File: config.mk
export PLATFORM = sky130hd
export DESIGN_NAME = sa_wb_arbiter_flat
export DESIGN_NICKNAME = d
export VERILOG_FILES = /design/src/rtl/sa_wb_arbiter_pkg.sv /design/src/rtl/sa_wb_arbiter_if.sv /design/src/rtl/sa_wb_fifo.sv /design/src/rtl/sa_wb_arbiter.sv /design/src/flat_wrapper.sv
export SDC_FILE = /design/constraint.sdc
export NUM_CORES = 1
export LEC_CHECK = 0
export ABC_AREA = 1
export ABC_CLOCK_PERIOD_IN_PS = 4400
export CAP_MARGIN = 20
export CORE_ASPECT_RATIO = 0.5
export CORE_MARGIN = 2
export CORE_UTILIZATION = 58
export DETAILED_ROUTE_END_ITERATION = 8
export GPL_ROUTABILITY_DRIVEN = 0
export PLACE_DENSITY = 0.8
export SLEW_MARGIN = 20
export SYNTH_ARGS = -nofsm -noshare
export SYNTH_HDL_FRONTEND = slang
export SYNTH_SLANG_ARGS = --single-unit
File: constraint.sdc
create_clock -name i_clk -period 4.4 [get_ports i_clk]
set_input_delay 0.88 -clock i_clk [delete_from_list [all_inputs] [get_ports i_clk]]
set_output_delay 0.88 -clock i_clk [all_outputs]
set_load 0.01 [all_outputs]
File: src/rtl/sa_wb_arbiter_pkg.sv
// rtl/sa_wb_arbiter_pkg.sv - shared defaults and entry type for the write-back arbiter
package sa_wb_arbiter_pkg;
  localparam int DEF_SA_NUM          = 4;
  localparam int DEF_SA_OUTPUT_WIDTH = 16;
  localparam int DEF_SRAM_ADDR_SIZE  = 10;
  localparam int DEF_FIFO_DEPTH      = 4;

  typedef struct packed {
    logic [DEF_SRAM_ADDR_SIZE-1:0]  addr;
    logic [DEF_SA_OUTPUT_WIDTH-1:0] data;
  } wb_entry_t;
endpackage

File: src/rtl/sa_wb_arbiter_if.sv
// rtl/sa_wb_arbiter_if.sv - per-SA write streams in, shared SRAM write port and status out
interface sa_wb_arbiter_if #(
  parameter int SA_NUM          = sa_wb_arbiter_pkg::DEF_SA_NUM,
  parameter int SA_OUTPUT_WIDTH = sa_wb_arbiter_pkg::DEF_SA_OUTPUT_WIDTH,
  parameter int SRAM_ADDR_SIZE  = sa_wb_arbiter_pkg::DEF_SRAM_ADDR_SIZE,
  parameter int FIFO_DEPTH      = sa_wb_arbiter_pkg::DEF_FIFO_DEPTH
);
  localparam int SW = (SA_NUM > 1) ? $clog2(SA_NUM) : 1;
  localparam int CW = $clog2(FIFO_DEPTH) + 1;

  logic                                             clear;
  logic [SA_NUM-1:0]                                wr_valid;
  logic [SA_NUM-1:0][SRAM_ADDR_SIZE-1:0]            wr_addr;
  logic [SA_NUM-1:0][SA_OUTPUT_WIDTH-1:0]           wr_data;
  logic                                             sram_ready;
  logic                                             sram_wen;
  logic [SRAM_ADDR_SIZE-1:0]                        sram_addr;
  logic [SA_OUTPUT_WIDTH-1:0]                       sram_wdata;
  logic [SW-1:0]                                    sram_src;
  logic [SA_NUM-1:0][CW-1:0]                        fifo_count;
  logic [SA_NUM-1:0]                                overflow;
  logic                                             idle;

  modport master (
    output clear, wr_valid, wr_addr, wr_data, sram_ready,
    input  sram_wen, sram_addr, sram_wdata, sram_src, fifo_count, overflow, idle
  );

  modport slave (
    input  clear, wr_valid, wr_addr, wr_data, sram_ready,
    output sram_wen, sram_addr, sram_wdata, sram_src, fifo_count, overflow, idle
  );
endinterface

File: src/rtl/sa_wb_fifo.sv
// rtl/sa_wb_fifo.sv - single-clock FIFO; push to full is accepted only alongside a pop
module sa_wb_fifo
  import sa_wb_arbiter_pkg::*;
#(
  parameter int WIDTH = DEF_SRAM_ADDR_SIZE + DEF_SA_OUTPUT_WIDTH,
  parameter int DEPTH = DEF_FIFO_DEPTH
) (
  input  logic                     i_clk,
  input  logic                     i_reset,
  input  logic                     i_clear,
  input  logic                     i_push,
  input  logic                     i_pop,
  input  logic [WIDTH-1:0]         i_data,
  output logic [WIDTH-1:0]         o_data,
  output logic                     o_full,
  output logic                     o_empty,
  output logic [$clog2(DEPTH):0]   o_count
);
  localparam int PW = $clog2(DEPTH);
  localparam int CW = PW + 1;

  logic [WIDTH-1:0] r_mem [DEPTH];
  logic [PW-1:0]    r_rd_ptr;
  logic [PW-1:0]    r_wr_ptr;
  logic [CW-1:0]    r_count;
  logic             w_push_ok;

  assign o_full    = (r_count == CW'(DEPTH));
  assign o_empty   = (r_count == '0);
  assign o_count   = r_count;
  assign o_data    = r_mem[r_rd_ptr];
  assign w_push_ok = i_push && (!o_full || i_pop);

  always_ff @(posedge i_clk or posedge i_reset) begin
    if (i_reset) begin
      r_rd_ptr <= '0;
      r_wr_ptr <= '0;
      r_count  <= '0;
    end else if (i_clear) begin
      r_rd_ptr <= '0;
      r_wr_ptr <= '0;
      r_count  <= '0;
    end else begin
      if (w_push_ok) r_wr_ptr <= r_wr_ptr + PW'(1);
      if (i_pop)     r_rd_ptr <= r_rd_ptr + PW'(1);
      case ({w_push_ok, i_pop})
        2'b10:   r_count <= r_count + CW'(1);
        2'b01:   r_count <= r_count - CW'(1);
        default: r_count <= r_count;
      endcase
    end
  end

  // Storage needs no reset: the pointers alone decide what is valid.
  always_ff @(posedge i_clk) begin
    if (w_push_ok && !i_clear) r_mem[r_wr_ptr] <= i_data;
  end
endmodule

File: src/rtl/sa_wb_arbiter.sv
// rtl/sa_wb_arbiter.sv - buffers per-SA pooled outputs and drains them round-robin onto one SRAM write port
module sa_wb_arbiter
  import sa_wb_arbiter_pkg::*;
#(
  parameter int SA_NUM          = DEF_SA_NUM,
  parameter int SA_OUTPUT_WIDTH = DEF_SA_OUTPUT_WIDTH,
  parameter int SRAM_ADDR_SIZE  = DEF_SRAM_ADDR_SIZE,
  parameter int FIFO_DEPTH      = DEF_FIFO_DEPTH
) (
  input  logic          i_clk,
  input  logic          i_reset,
  sa_wb_arbiter_if.slave io_bus
);
  localparam int SW = (SA_NUM > 1) ? $clog2(SA_NUM) : 1;
  localparam int CW = $clog2(FIFO_DEPTH) + 1;
  localparam int EW = SRAM_ADDR_SIZE + SA_OUTPUT_WIDTH;

  logic [SA_NUM-1:0]          w_empty;
  logic [SA_NUM-1:0]          w_full;
  logic [SA_NUM-1:0]          w_pop;
  logic [SA_NUM-1:0]          w_drop;
  logic [EW-1:0]              w_head [SA_NUM];
  logic [SA_NUM-1:0][CW-1:0]  w_count;
  logic                       w_gnt_valid;
  logic [SW-1:0]              w_gnt_idx;
  logic [SW-1:0]              w_scan;

  logic                       r_wen;
  logic [SRAM_ADDR_SIZE-1:0]  r_addr;
  logic [SA_OUTPUT_WIDTH-1:0] r_wdata;
  logic [SW-1:0]              r_src;
  logic [SW-1:0]              r_ptr;
  logic [SA_NUM-1:0]          r_ovf;

  for (genvar g = 0; g < SA_NUM; g++) begin : g_fifo
    sa_wb_fifo #(.WIDTH(EW), .DEPTH(FIFO_DEPTH)) u_fifo (
      .i_clk   (i_clk),
      .i_reset (i_reset),
      .i_clear (io_bus.clear),
      .i_push  (io_bus.wr_valid[g]),
      .i_pop   (w_pop[g]),
      .i_data  ({io_bus.wr_addr[g], io_bus.wr_data[g]}),
      .o_data  (w_head[g]),
      .o_full  (w_full[g]),
      .o_empty (w_empty[g]),
      .o_count (w_count[g])
    );
  end

  // First non-empty FIFO at or after the pointer, wrapping past SA_NUM-1.
  always_comb begin
    w_gnt_valid = 1'b0;
    w_gnt_idx   = '0;
    w_scan      = '0;
    for (int k = 0; k < SA_NUM; k++) begin
      w_scan = SW'((int'(r_ptr) + k) % SA_NUM);
      if (io_bus.sram_ready && !w_gnt_valid && !w_empty[w_scan]) begin
        w_gnt_valid = 1'b1;
        w_gnt_idx   = w_scan;
      end
    end
  end

  always_comb begin
    w_pop = '0;
    if (w_gnt_valid) w_pop[w_gnt_idx] = 1'b1;
  end

  assign w_drop = io_bus.wr_valid & w_full & ~w_pop;

  always_ff @(posedge i_clk or posedge i_reset) begin
    if (i_reset) begin
      r_wen   <= 1'b0;
      r_addr  <= '0;
      r_wdata <= '0;
      r_src   <= '0;
      r_ptr   <= '0;
      r_ovf   <= '0;
    end else if (io_bus.clear) begin
      r_wen <= 1'b0;
      r_ptr <= '0;
      r_ovf <= '0;
    end else begin
      r_wen <= w_gnt_valid;
      r_ovf <= r_ovf | w_drop;
      if (w_gnt_valid) begin
        {r_addr, r_wdata} <= w_head[w_gnt_idx];
        r_src             <= w_gnt_idx;
        r_ptr             <= (w_gnt_idx == SW'(SA_NUM - 1)) ? '0 : w_gnt_idx + SW'(1);
      end
    end
  end

  assign io_bus.sram_wen   = r_wen;
  assign io_bus.sram_addr  = r_addr;
  assign io_bus.sram_wdata = r_wdata;
  assign io_bus.sram_src   = r_src;
  assign io_bus.fifo_count = w_count;
  assign io_bus.overflow   = r_ovf;
  assign io_bus.idle       = (&w_empty) && !r_wen;
endmodule

File: src/flat_wrapper.sv
// flat-port wrapper written by rule: the top's interface ports become plain ports
module sa_wb_arbiter_flat import sa_wb_arbiter_pkg::*;
#(
  parameter int SA_NUM          = DEF_SA_NUM,
  parameter int SA_OUTPUT_WIDTH = DEF_SA_OUTPUT_WIDTH,
  parameter int SRAM_ADDR_SIZE  = DEF_SRAM_ADDR_SIZE,
  parameter int FIFO_DEPTH      = DEF_FIFO_DEPTH
)
  (i_clk, i_reset, io_bus_clear, io_bus_wr_valid, io_bus_wr_addr, io_bus_wr_data, io_bus_sram_ready, io_bus_sram_wen, io_bus_sram_addr, io_bus_sram_wdata, io_bus_sram_src, io_bus_fifo_count, io_bus_overflow, io_bus_idle);
  sa_wb_arbiter_if #(.SA_NUM(SA_NUM), .SA_OUTPUT_WIDTH(SA_OUTPUT_WIDTH), .SRAM_ADDR_SIZE(SRAM_ADDR_SIZE), .FIFO_DEPTH(FIFO_DEPTH)) io_bus_i ();
  input  logic i_clk;
  input  logic i_reset;
  input wire logic [$bits(io_bus_i.clear)-1:0] io_bus_clear;
  input wire logic [$bits(io_bus_i.wr_valid)-1:0] io_bus_wr_valid;
  input wire logic [$bits(io_bus_i.wr_addr)-1:0] io_bus_wr_addr;
  input wire logic [$bits(io_bus_i.wr_data)-1:0] io_bus_wr_data;
  input wire logic [$bits(io_bus_i.sram_ready)-1:0] io_bus_sram_ready;
  output wire logic [$bits(io_bus_i.sram_wen)-1:0] io_bus_sram_wen;
  output wire logic [$bits(io_bus_i.sram_addr)-1:0] io_bus_sram_addr;
  output wire logic [$bits(io_bus_i.sram_wdata)-1:0] io_bus_sram_wdata;
  output wire logic [$bits(io_bus_i.sram_src)-1:0] io_bus_sram_src;
  output wire logic [$bits(io_bus_i.fifo_count)-1:0] io_bus_fifo_count;
  output wire logic [$bits(io_bus_i.overflow)-1:0] io_bus_overflow;
  output wire logic [$bits(io_bus_i.idle)-1:0] io_bus_idle;
  assign io_bus_i.clear = io_bus_clear;
  assign io_bus_i.wr_valid = io_bus_wr_valid;
  assign io_bus_i.wr_addr = io_bus_wr_addr;
  assign io_bus_i.wr_data = io_bus_wr_data;
  assign io_bus_i.sram_ready = io_bus_sram_ready;
  assign io_bus_sram_wen = io_bus_i.sram_wen;
  assign io_bus_sram_addr = io_bus_i.sram_addr;
  assign io_bus_sram_wdata = io_bus_i.sram_wdata;
  assign io_bus_sram_src = io_bus_i.sram_src;
  assign io_bus_fifo_count = io_bus_i.fifo_count;
  assign io_bus_overflow = io_bus_i.overflow;
  assign io_bus_idle = io_bus_i.idle;
  sa_wb_arbiter #(.SA_NUM(SA_NUM), .SA_OUTPUT_WIDTH(SA_OUTPUT_WIDTH), .SRAM_ADDR_SIZE(SRAM_ADDR_SIZE), .FIFO_DEPTH(FIFO_DEPTH)) u_core (.i_clk(i_clk), .i_reset(i_reset), .io_bus(io_bus_i));
endmodule
* After elaboration in Yosys (flattened, before gate mapping)
Memories as Yosys holds them, arrays and structs flattened. Index checks and enable logic that the tools add are counted.
Storage, ports and cells: flip-flop bits (word level) 63, bits in writable memories 416, output and inout port bits 46, logic and storage cells 180, memories 4
Cells by class: add/sub/neg operators 20, $lt $le $gt $ge 7, eq/ne operators 13, mux-type cells 59, bitwise operators 6, reductions and logical operators 53
Memories:
- u_core.g_fifo[0].u_fifo.r_mem | depth 4, bits a word 26, rd ports 1, clocked after Yosys merged registers in 0, write ports 1, RTL line sa_wb_fifo.sv:22 | logic [WIDTH-1:0] r_mem [DEPTH];
- u_core.g_fifo[1].u_fifo.r_mem | depth 4, bits a word 26, rd ports 1, clocked after Yosys merged registers in 0, write ports 1, RTL line sa_wb_fifo.sv:22
- u_core.g_fifo[2].u_fifo.r_mem | depth 4, bits a word 26, rd ports 1, clocked after Yosys merged registers in 0, write ports 1, RTL line sa_wb_fifo.sv:22
- u_core.g_fifo[3].u_fifo.r_mem | depth 4, bits a word 26, rd ports 1, clocked after Yosys merged registers in 0, write ports 1, RTL line sa_wb_fifo.sv:22
Operators by type and width (number):
- $bmux 26 s2 | 1
- $mux 26 | 2
- $mux 2 | 23
- $pmux 3 s2 | 4
- $add 2x1->2 const B | 10
- $mux 1 | 18
- $reduce_bool 2->1 | 9
- $logic_and 1x1->1 | 17
- $lt 2x3->1 const B | 5
- $logic_not 1->1 | 13
- $add 3x1->3 const B | 4
- $eq 3x3->1 const B | 4
- $logic_not 3->1 | 4
- $mux 3 | 4
- $reduce_bool 3->1 | 4
- $sub 3x1->3 const B | 4
- $eq 2x2->1 const B | 5
- $and 4x4->4 | 2
- $bmux 1 s2 | 4
- $eq 2x1->1 const B | 4
- $mux 4 | 2
- $add 2x2->2 const B | 2
- $logic_or 1x1->1 | 4
- $not 4->4 | 1
- 8 further kinds | 8

* Longest topological paths before layout
Gate-level depths: netlist of run 1.
word-level depth 28, gate-level depth with buffers 21, gate-level depth less buffers 20

* Cells and area by module
From an unflattened synthesis of run 1, not the netlist that was laid out.
Second synthesis, totals: cells, all modules 1755, area, all modules 20174.3 sq um
Modules (own cells, without submodules):
- sa_wb_fifo | instances 4, cells each 316, area each 4339.2 sq um, seq. area each 3298.2 sq um
- sa_wb_arbiter | instances 1, cells each 491, area each 2817.7 sq um, seq. area each 875.8 sq um

* Worst setup path after synthesis of run 1
No wires, ideal clock.
path type register to register, start point register u_core.g_fifo[0].u_fifo.r_count[0], end point memory u_core.g_fifo[0].u_fifo.r_mem[0][0] in the netlist's numbering, enable pin, setup time 409 ps, arrival time 3027 ps, path slack 964 ps, stages on the path, launching flop included 16, path buffers 0, cell sequence dfrtp_1 > nor2_1 > nand3_1 > nand3_1 > nand2_1 > o21ai_4 > nand3_1 > nand2_2 > nand2_4 > inv_2 > nand3_2 > inv_2 > nor2_1 > nor2_2 > nand2_1 > nor2_1
Between the ends: cells in the longest elaborated chain, start to end 28, elaborated cells between the ends (all ways) 44, classes of those cells 2 x order compare; 1 x eq/ne; 21 x mux; 20 x reduce/logical
RTL lines:
- start: declaration | RTL line sa_wb_fifo.sv:25 | logic [CW-1:0] r_count;
- start signal: assignment | RTL line sa_wb_fifo.sv:47 | 2'b10: r_count <= r_count + CW'(1);
- start signal: assignment | RTL line sa_wb_fifo.sv:48 | 2'b01: r_count <= r_count - CW'(1);
- start signal: assignment | RTL line sa_wb_fifo.sv:49 | default: r_count <= r_count;
- $logic_not 3->1 | RTL line sa_wb_fifo.sv:29 | assign o_empty = (r_count == '0);
- $bmux 1 s2 | RTL line sa_wb_arbiter.sv:57 | if (io_bus.sram_ready && !w_gnt_valid && !w_empty[w_scan]) begin
- $mux 1 (implied by the code) | RTL line sa_wb_arbiter.sv:57
- $logic_not 1->1 | RTL line sa_wb_arbiter.sv:57
- $logic_and 1x1->1 | RTL line sa_wb_arbiter.sv:57
- $mux 1 | RTL line sa_wb_arbiter.sv:57
- $logic_not 1->1 | RTL line sa_wb_arbiter.sv:57
- $logic_and 1x1->1 (2 in a row) | RTL line sa_wb_arbiter.sv:57
- (+11 left out)
- $mux 1 (implied by the code) | RTL line sa_wb_arbiter.sv:66 | if (w_gnt_valid) w_pop[w_gnt_idx] = 1'b1;
- $demux 1 s2
- $mux 4 | RTL line sa_wb_arbiter.sv:66
- $logic_or 1x1->1 * | RTL line sa_wb_fifo.sv:32 | assign w_push_ok = i_push && (!o_full || i_pop);
- $logic_and 1x1->1 * | RTL line sa_wb_fifo.sv:32
- $logic_and 1x1->1 * | RTL line sa_wb_fifo.sv:56 | if (w_push_ok && !i_clear) r_mem[r_wr_ptr] <= i_data;
- $mux 1 * | RTL line sa_wb_fifo.sv:56
- $mux 1 (implied by the code) * | RTL line sa_wb_fifo.sv:56
- end: declaration | RTL line sa_wb_fifo.sv:22
Mark *: on every way between the ends. The rest lies on a longest branch, timed or not. The select of a mux whose other input is x is not followed.

* Final worst setup path of run 1
start point register u_core.g_fifo[1].u_fifo.r_count[0], end point memory u_core.g_fifo[3].u_fifo.r_mem[1][15] in the netlist's numbering, enable pin
Between the ends: cells in the longest elaborated chain, start to end 28, elaborated cells between the ends (all ways) 42, classes of those cells 2 x order compare; 21 x mux; 19 x reduce/logical
RTL lines (RTL line):
- start: declaration | sa_wb_fifo.sv:25
- start signal: assignment | sa_wb_fifo.sv:47
- start signal: assignment | sa_wb_fifo.sv:48
- start signal: assignment | sa_wb_fifo.sv:49
- $logic_not 3->1 * | sa_wb_fifo.sv:29
- $bmux 1 s2 | sa_wb_arbiter.sv:57
- $mux 1 (implied by the code) | sa_wb_arbiter.sv:57
- $logic_not 1->1 | sa_wb_arbiter.sv:57
- $logic_and 1x1->1 | sa_wb_arbiter.sv:57
- $mux 1 | sa_wb_arbiter.sv:57
- $logic_not 1->1 | sa_wb_arbiter.sv:57
- $logic_and 1x1->1 (2 in a row) | sa_wb_arbiter.sv:57
- (+11 left out)
- $mux 1 (implied by the code) | sa_wb_arbiter.sv:66
- $demux 1 s2
- $mux 4 * | sa_wb_arbiter.sv:66
- $logic_or 1x1->1 * | sa_wb_fifo.sv:32
- $logic_and 1x1->1 * | sa_wb_fifo.sv:32
- $logic_and 1x1->1 * | sa_wb_fifo.sv:56
- $mux 1 * | sa_wb_fifo.sv:56
- $mux 1 (implied by the code) * | sa_wb_fifo.sv:56
- end: declaration | sa_wb_fifo.sv:22
Marks and branches as above.

==> flow_summary.yaml, run 1 <==
floorplanning:
  die_span_in_y_um: 134
  design.core.area_mm2: 0.0330
  initial_utilization_pct: 59.0
  chipWidth_um: 263
  io-pin-count: 158
  dieArea_mm2: 0.0352
  num_rows: 47
clocking:
  clock_tree.htree_level_count: 2
  cts_made_buffers: 41
  clk-insertion-delay-late_ns: 0.55
  cts_sinks: 479
  clockBufferDepth: 3
  clockRootBuffer: "clkbuf_16"
  number_of_buffers_added_for_setup_after_cts: 0
  clock_tree_from_tritoncts: "yes"
  cts.clk_slew.worst_paths_ns: 0.07
  number_of_buffers_added_to_fix_hold_violations_after_cts: 0
  cts_resized: 0
setup_path:
  kind_of_capture_point_of_the_worst_setup_path: "flop"
  worst_setup_path_start_kind: "flop"
  worst_setup_path_startpoint: "u_core.g_fifo[1].u_fifo.o_count[0]"
  reg2reg_slack_ns: 1.14
  path_max_fanout: 32
  cp_data_arrival_time_ns: 3.46
  cp_slowest_stage_delay_ns: 0.46
  critPathSlowestCell: "dfrtp_1"
  reg2reg_from: "u_core.g_fifo[1].u_fifo.o_count[0]"
  worstSetupPathType: "flop to flop"
  crit_path_cell_trace: "nor2_1 -> nand3_1 -> nand3_2 -> nand2_2 -> o21ai_4 -> nand4_1 -> nand2_1 -> nand2_4 -> nand2_1 -> nand2_2 -> nor2_4 -> inv_2 -> nor2_2 -> buf_4"
  critical_path_required_ns: 4.60
timing:
  setup_repair_after_global_routing_missed_its_margin: "no"
  drv_slew: 0
  max-slew-margin-rel_pct: 27.0
  setup_viol: 0
  final.setup_skew_ns: 0.0230
  final.hold.worst_slack_ns: 0.513
  tightestPinTransition_ns: 1.09
  timing.final.hold_violations: 0
  totalNegativeSetupSlack_ns: 0
  peak_freq_ghz: 0.307
  layout_min_cycle_time_ns: 3.26
  post-route-period-util_pct: 74.1
  worst_slack_ns: 1.14
hold_path:
  worstHoldStart: "u_core.io_bus.overflow[3]"
  worst_hold_class: "flop to flop"
status:
  run_status: "finished clean"
place:
  postPlaceCellArea_mm2: 0.0215
  placement.setup.worst_slack_ns: 0.688
  port-buffer-count: 157
  dp_hpwl_um: 31100
power:
  leakage_nw: 8.40
  worst_ir_drop_vdd_v: 0.000377
  power_per_cell_area_mw_per_mm2: 616
detailed_routing:
  route.final.wire_length_um: 47700
  routed_via_density: 6.02
  detailroute.via_count: 13200
  first_iter_violations: 1669
  routed_wire_length_per_instance_um: 21.7
  drtPass1Iterations: 6
  drcViolationCount: 0
  postRouteAntennaNets: 0
grt:
  grt_first_pass_wirelength_um: 72500
  grt_antenna_before_repair: 1
  gr-total-overflow: 0
  largest_net_degree_at_the_start_of_global_routing: 55
  vias_in_the_first_global_route: 12900
  grtUsageTotal_pct: 26.9
yosys:
  ys_async_sr_fraction_pct: 13.2
  syn-num-nets: 1705
  synth_compound_gate_area_share_pct: 11.0
  combinational_family_with_the_most_area_after_synthesis: "simple AND/OR/NAND/NOR gates"
  post_synth_num_cell_types: 40
  synth_ff_type: "edfxtp_1"
  synth_edf_count: 416
  yosys.area.top_type_share_pct: 64.1
  post_synth_fa_ha_maj_area_fraction_pct: 1.44
  synth.area.mux_share_pct: 0
  synth-simple-area-share_pct: 12.0
  synthXorXnorAreaFrac_pct: 0.225
  synth.area.top_cells: "edfxtp_1, dfrtp_1, nand2_1, nor2_1, o21ai_0"
  synth_largest_area_cell: "edfxtp_1"
  commonest_cells_in_the_netlist: "edfxtp_1, nand2_1, nor2_1"
  synth.avg_cell_area_um2: 12.4
  syn_area_mm2: 0.0195
  postSynthRegisterBits: 479
  yosysMostFrequentCell: "edfxtp_1"
  yosys_warnings: 0
  synth_sequential_area_ratio_pct: 72.2
  postSynthCellCount: 1573
run:
  cap_viol_max_count: 0
layout:
  drive_above_1_share_pct: 8.94
  area.growth.synth_to_final_pct: 18.0
  final_net_count: 1855
  final_area_mm2: 0.0230
[logic make-up after synthesis]
logic type	Yosys count
buffers and inverters	151
AND/OR/NAND/NOR	566
flip-flops	479
adder cells (fa/ha/maj)	20
XOR/XNOR	5
AO/OA/AOI/OAI	352
[state kept, by name, indices dropped and copies added, names as in the netlist]
register,cells
u_core.g_fifo.u_fifo.r_mem,416
u_core.io_bus.overflow,4
u_core.g_fifo.u_fifo.r_wr_ptr,8
u_core.g_fifo.u_fifo.r_rd_ptr,8
u_core.io_bus.sram_wdata,16
u_core.io_bus.sram_src,2
u_core.io_bus.sram_addr,10
u_core.r_ptr,2
u_core.io_bus.sram_wen,1
u_core.g_fifo.u_fifo.o_count,12
[layout make-up]
cell class	instances	area, um^2
well taps	441	552
clock inverters	20	234
flip-flops and latches	479	14100
inverters	68	255
repair buffers	190	1830
multi-input cells	943	4850
fillers	2122	10000
clock buffers	56	1210
diodes	1	2.50
[where the power goes]
| part | internal [W] | leakage [nW] | switching [W] |
|---|---|---|---|
| registers | 0.00537 | 4.57 | 0.000300 |
| clock network | 0.00223 | 0.716 | 0.00161 |
| logic | 0.00151 | 3.12 | 0.00315 |
[worst max-delay path, delay by kind of cell, from the launching register on]
kind                   cells  cell delay [ns]
AOI/OAI and AO/OA          1             0.22
buffers and inverters      2             0.46
and+or+nand+nor           11             1.76
DFF                        1             0.46
[layer usage]
| metal | part of all wire [%] | vias up | GRT usage (%) |
|---|---|---|---|
| li1 | - | 5969 | - |
| met1 | 38 | 6516 | 34.2 |
| met2 | 49 | 633 | 45.3 |
| met3 | 8.9 | 111 | 6.91 |
| met4 | 3.7 | 0 | 10.3 |
| met5 | 0 | - | 0 |
[cells in the final DEF (no fill, tap or decap), types with 3 or more instances in the layout]
master	synthesis	final
a31oi_1	16	16
clkdlybuf4s50_1	0	157
xor2_1	5	5
a32oi_1	7	7
clkbuf_8	0	6
edfxtp_1	416	416
nand2_1	276	276
nand4_1	8	8
bufinv_16	0	5
o22ai_1	53	53
nand2_4	3	3
nor3_1	3	3
nor2_1	217	201
clkinv_1	2	5
a22oi_1	7	7
inv_2	11	12
clkbuf_16	0	44
inv_1	55	54
a21oi_1	92	92
nor2_2	4	20
nand3_1	36	36
nand3_2	5	5
clkbuf_1	64	5
o21ai_0	126	126
a32o_1	45	45
buf_4	2	32
ha_1	16	16
clkinv_2	0	7
nand2_2	7	7
dfrtp_1	63	63
fa_1	4	4
[through the flow]
step,utilization (%),total power [W],std cells
finish,69.6,0.0142,2198
global route,69.6,0.0148,2198
global placement,65.2,0.0101,2120
floorplan,-,0.00857,1573
detailed placement,65.2,0.0103,2120
CTS,69.6,0.0141,2196
[worst paths after layout]
kind / end / depth (start not counted)
max in group asynchronous: u_core.io_bus.sram_wdata[1] / 3
min: u_core.io_bus.overflow[3] / 2
min in group asynchronous: u_core.g_fifo[2].u_fifo.o_count[0] / 2
max: u_core.g_fifo[3].u_fifo.r_mem[1][15] / 14
max reg2reg: u_core.g_fifo[3].u_fifo.r_mem[1][15] / 14
min reg2reg: u_core.io_bus.overflow[3] / 2
(Power assumes the default switching activity.)
==> run 2, diff against run 1 <==
ABC_CLOCK_PERIOD_IN_PS = 2750   (was 4400)
CORE_UTILIZATION = 52   (was 58)
PLACE_DENSITY = 0.75   (was 0.8)
clock period = 2.75 ns   (was 4.4 ns; I/O delays follow)
==> run 2 against run 1 <==
Compared with the run above:
- critical path type unchanged
- sequential power increased by 58%
- hold slack got worse by 0.12 ns
- fmax is 19% higher
- largest power group unchanged
- routed wire length grew 1.7%
- cell count up 6.2%
- critical endpoint is now u_core.g_fifo[3].u_fifo.r_mem[0][2]
- highest routed layer unchanged
- setup slack got worse by 1.1 ns
==> flow_summary.yaml, run 2 (same netlist as run 1, synthesis figures left out) <==
status:
  run_status: "finished clean"
layout:
  most-common-layout-cells: "edfxtp_1, nand2_1, nor2_1, clkdlybuf4s50_1, o21ai_0"
  largest_register_ffs: 416
  mostFrequentLayoutCell: "edfxtp_1"
  area.growth.synth_to_final_pct: 24.0
  drive_above_1_share_pct: 13.7
  final_net_count: 1936
  largest_register_by_flop_count: "u_core.g_fifo.u_fifo.r_mem"
  fillers: 2608
clocking:
  clock_tree.htree_level_count: 2
  cts_sinks: 479
  clockBufferDepth: 3
  cts.clk_slew.worst_paths_ns: 0.07
  cts_made_buffers: 43
  clockRootBuffer: "clkbuf_16"
  clock_tree_from_tritoncts: "yes"
  clk-insertion-delay-late_ns: 0.55
timing:
  drv_slew: 0
  post-route-period-util_pct: 99.7
  max-slew-margin-rel_pct: 48.3
  setup_repair_after_global_routing_missed_its_margin: "yes"
  final.setup_skew_ns: 0.0206
  peak_freq_ghz: 0.365
  timing.final.hold_violations: 0
  setup_viol: 0
  worst_slack_ns: 0.00939
  tightestPinTransition_ns: 0.774
  layout_min_cycle_time_ns: 2.74
  totalNegativeSetupSlack_ns: 0
power:
  leakage_nw: 8.87
  power_per_cell_area_mw_per_mm2: 992
  worst_ir_drop_vdd_v: 0.000517
  switching_share_pct: 35.4
  cell_internal_pwr_w: 0.0155
  seqPwrFrac_pct: 37.4
  power.switching_w: 0.00848
  clock_power_share_pct: 25.5
  combinationalPowerShare_pct: 37.1
detailed_routing:
  routed_wire_length_per_instance_um: 20.8
  drtPass1Iterations: 5
  detailroute.via_count: 13300
  drcViolationCount: 0
  postRouteAntennaNets: 0
  route.final.wire_length_um: 48500
  first_iter_violations: 1247
  routed_via_density: 5.69
setup_path:
  worst_setup_path_startpoint: "u_core.g_fifo[1].u_fifo.o_count[0]"
  critical_path_required_ns: 2.99
  worst_r2r_endpoint: "u_core.g_fifo[3].u_fifo.r_mem[0][2]"
  cp_data_arrival_time_ns: 2.98
  r2r_cells: 17
  kind_of_capture_point_of_the_worst_setup_path: "flop"
  reg2reg_slack_ns: 0.009
  worstSetupPathType: "flop to flop"
  worst_setup_path_start_kind: "flop"
  path_max_fanout: 13
  setup.worst_path.end: "u_core.g_fifo[3].u_fifo.r_mem[0][2]"
  reg2reg_from: "u_core.g_fifo[1].u_fifo.o_count[0]"
place:
  port-buffer-count: 157
  placement.setup.worst_slack_ns: -0.150
  dp_hpwl_um: 31700
floorplanning:
  dieArea_mm2: 0.0391
  design.core.area_mm2: 0.0372
  die_span_in_y_um: 141
  initial_utilization_pct: 52.5
  chipWidth_um: 278
  io-pin-count: 158
  num_rows: 50
grt:
  vias_in_the_first_global_route: 12600
  grt_first_pass_wirelength_um: 71500
  grtUsageTotal_pct: 24.2
  grt_antenna_before_repair: 4
  gr-total-overflow: 0
  largest_net_degree_at_the_start_of_global_routing: 64
hold_path:
  worst_hold_class: "input pin to asynchronous set/reset pin"
run:
  cap_viol_max_count: 0
[run 2: cell types whose count changed in the layout (fill, tap and decap cells not counted), moves of 5 or more]
cell,change
buf_6,+6
nand3_2,+6
nor2_4,+12
nor2_1,-5
clkbuf_1,+9
buf_4,+51
nand2_4,+5
buf_12,+21
nand2_1,-9
nand3_1,-7
nor2_2,-7
[run 2: worst min path at each step]
stage,startpoint,to,slack (ns),depth (start not counted)
2_1_floorplan,u_core.g_fifo[1].u_fifo.r_wr_ptr[1],u_core.g_fifo[1].u_fifo.r_wr_ptr[1],0.49,2
3_3_place_gp,u_core.io_bus.overflow[0],u_core.io_bus.overflow[0],0.48,2
6_report,i_reset,u_core.io_bus.overflow[3],0.40,3
5_1_grt,i_reset,u_core.io_bus.overflow[3],0.43,3
4_1_cts,i_reset,u_core.g_fifo[3].u_fifo.o_count[1],0.40,3
3_5_place_dp,u_core.io_bus.overflow[0],u_core.io_bus.overflow[0],0.49,2
[run 2: power groups by stage]
stage               clock (W)  combinational (W)  sequential, W
global route          0.00645            0.00962        0.00900
detailed placement          0            0.00838        0.00909
finish                0.00611            0.00889        0.00897
floorplan                   0            0.00460        0.00914
CTS                   0.00616            0.00845        0.00895
global placement            0            0.00819        0.00908
[run 2: final cells by class]
class	count	area (um^2)	share of cell area (%)
clock buffers	62	1220	5.05
inverters	68	263	1.09
flip-flops and latches	479	14100	58.2
diodes	3	7.51	0.0311
multi-input cells	943	5060	20.9
repair buffers	269	2730	11.3
clock inverters	16	204	0.844
well taps	494	618	2.56
[run 2: timing repair]
| item | CTS | global route |
|---|---|---|
| setup buffers | 0 | 4 |
| hold buffers | 0 | 0 |
| gates resized for setup | 0 | 44 |
| setup endpoints to repair | 0 | 444 |
[run 2: routing by layer]
layer / GRT usage, % / vias up / part of all wire, %
li1: - / 6145 / -
met1: 30.9 / 6514 / 39
met2: 41.1 / 503 / 50
met3: 5.59 / 110 / 8.1
met4: 8.53 / 0 / 3.1
met5: 0 / - / 0
[run 2: worst max-delay path, cell delays in order, from the launching register on]
cell     delay (ns)
dfrtp_1        0.41
nor2_4         0.17
nand3_1        0.12
nand2_1        0.13
nand2_1        0.06
nand2_1        0.08
nand4_1        0.17
nand2_1        0.16
nand2_4        0.08
nand2_8        0.11
buf_6          0.12
nand2_8        0.06
nand2_4        0.07
nand2_4        0.05
nor2_4         0.15
inv_4          0.07
nor2_4         0.22
buf_12         0.19
[run 2: stage by stage]
step	util (%)	power, W	hold slack (ns)	area (um^2)	instances
2_1_floorplan	-	0.0137	0.492	19600	1573
3_3_place_gp	60.4	0.0173	0.483	22500	2245
3_5_place_dp	60.4	0.0175	0.494	22500	2245
4_1_cts	64.3	0.0236	0.403	23900	2323
5_1_grt	65.1	0.0251	0.433	24200	2333
6_report	65.1	0.0240	0.397	24200	2334
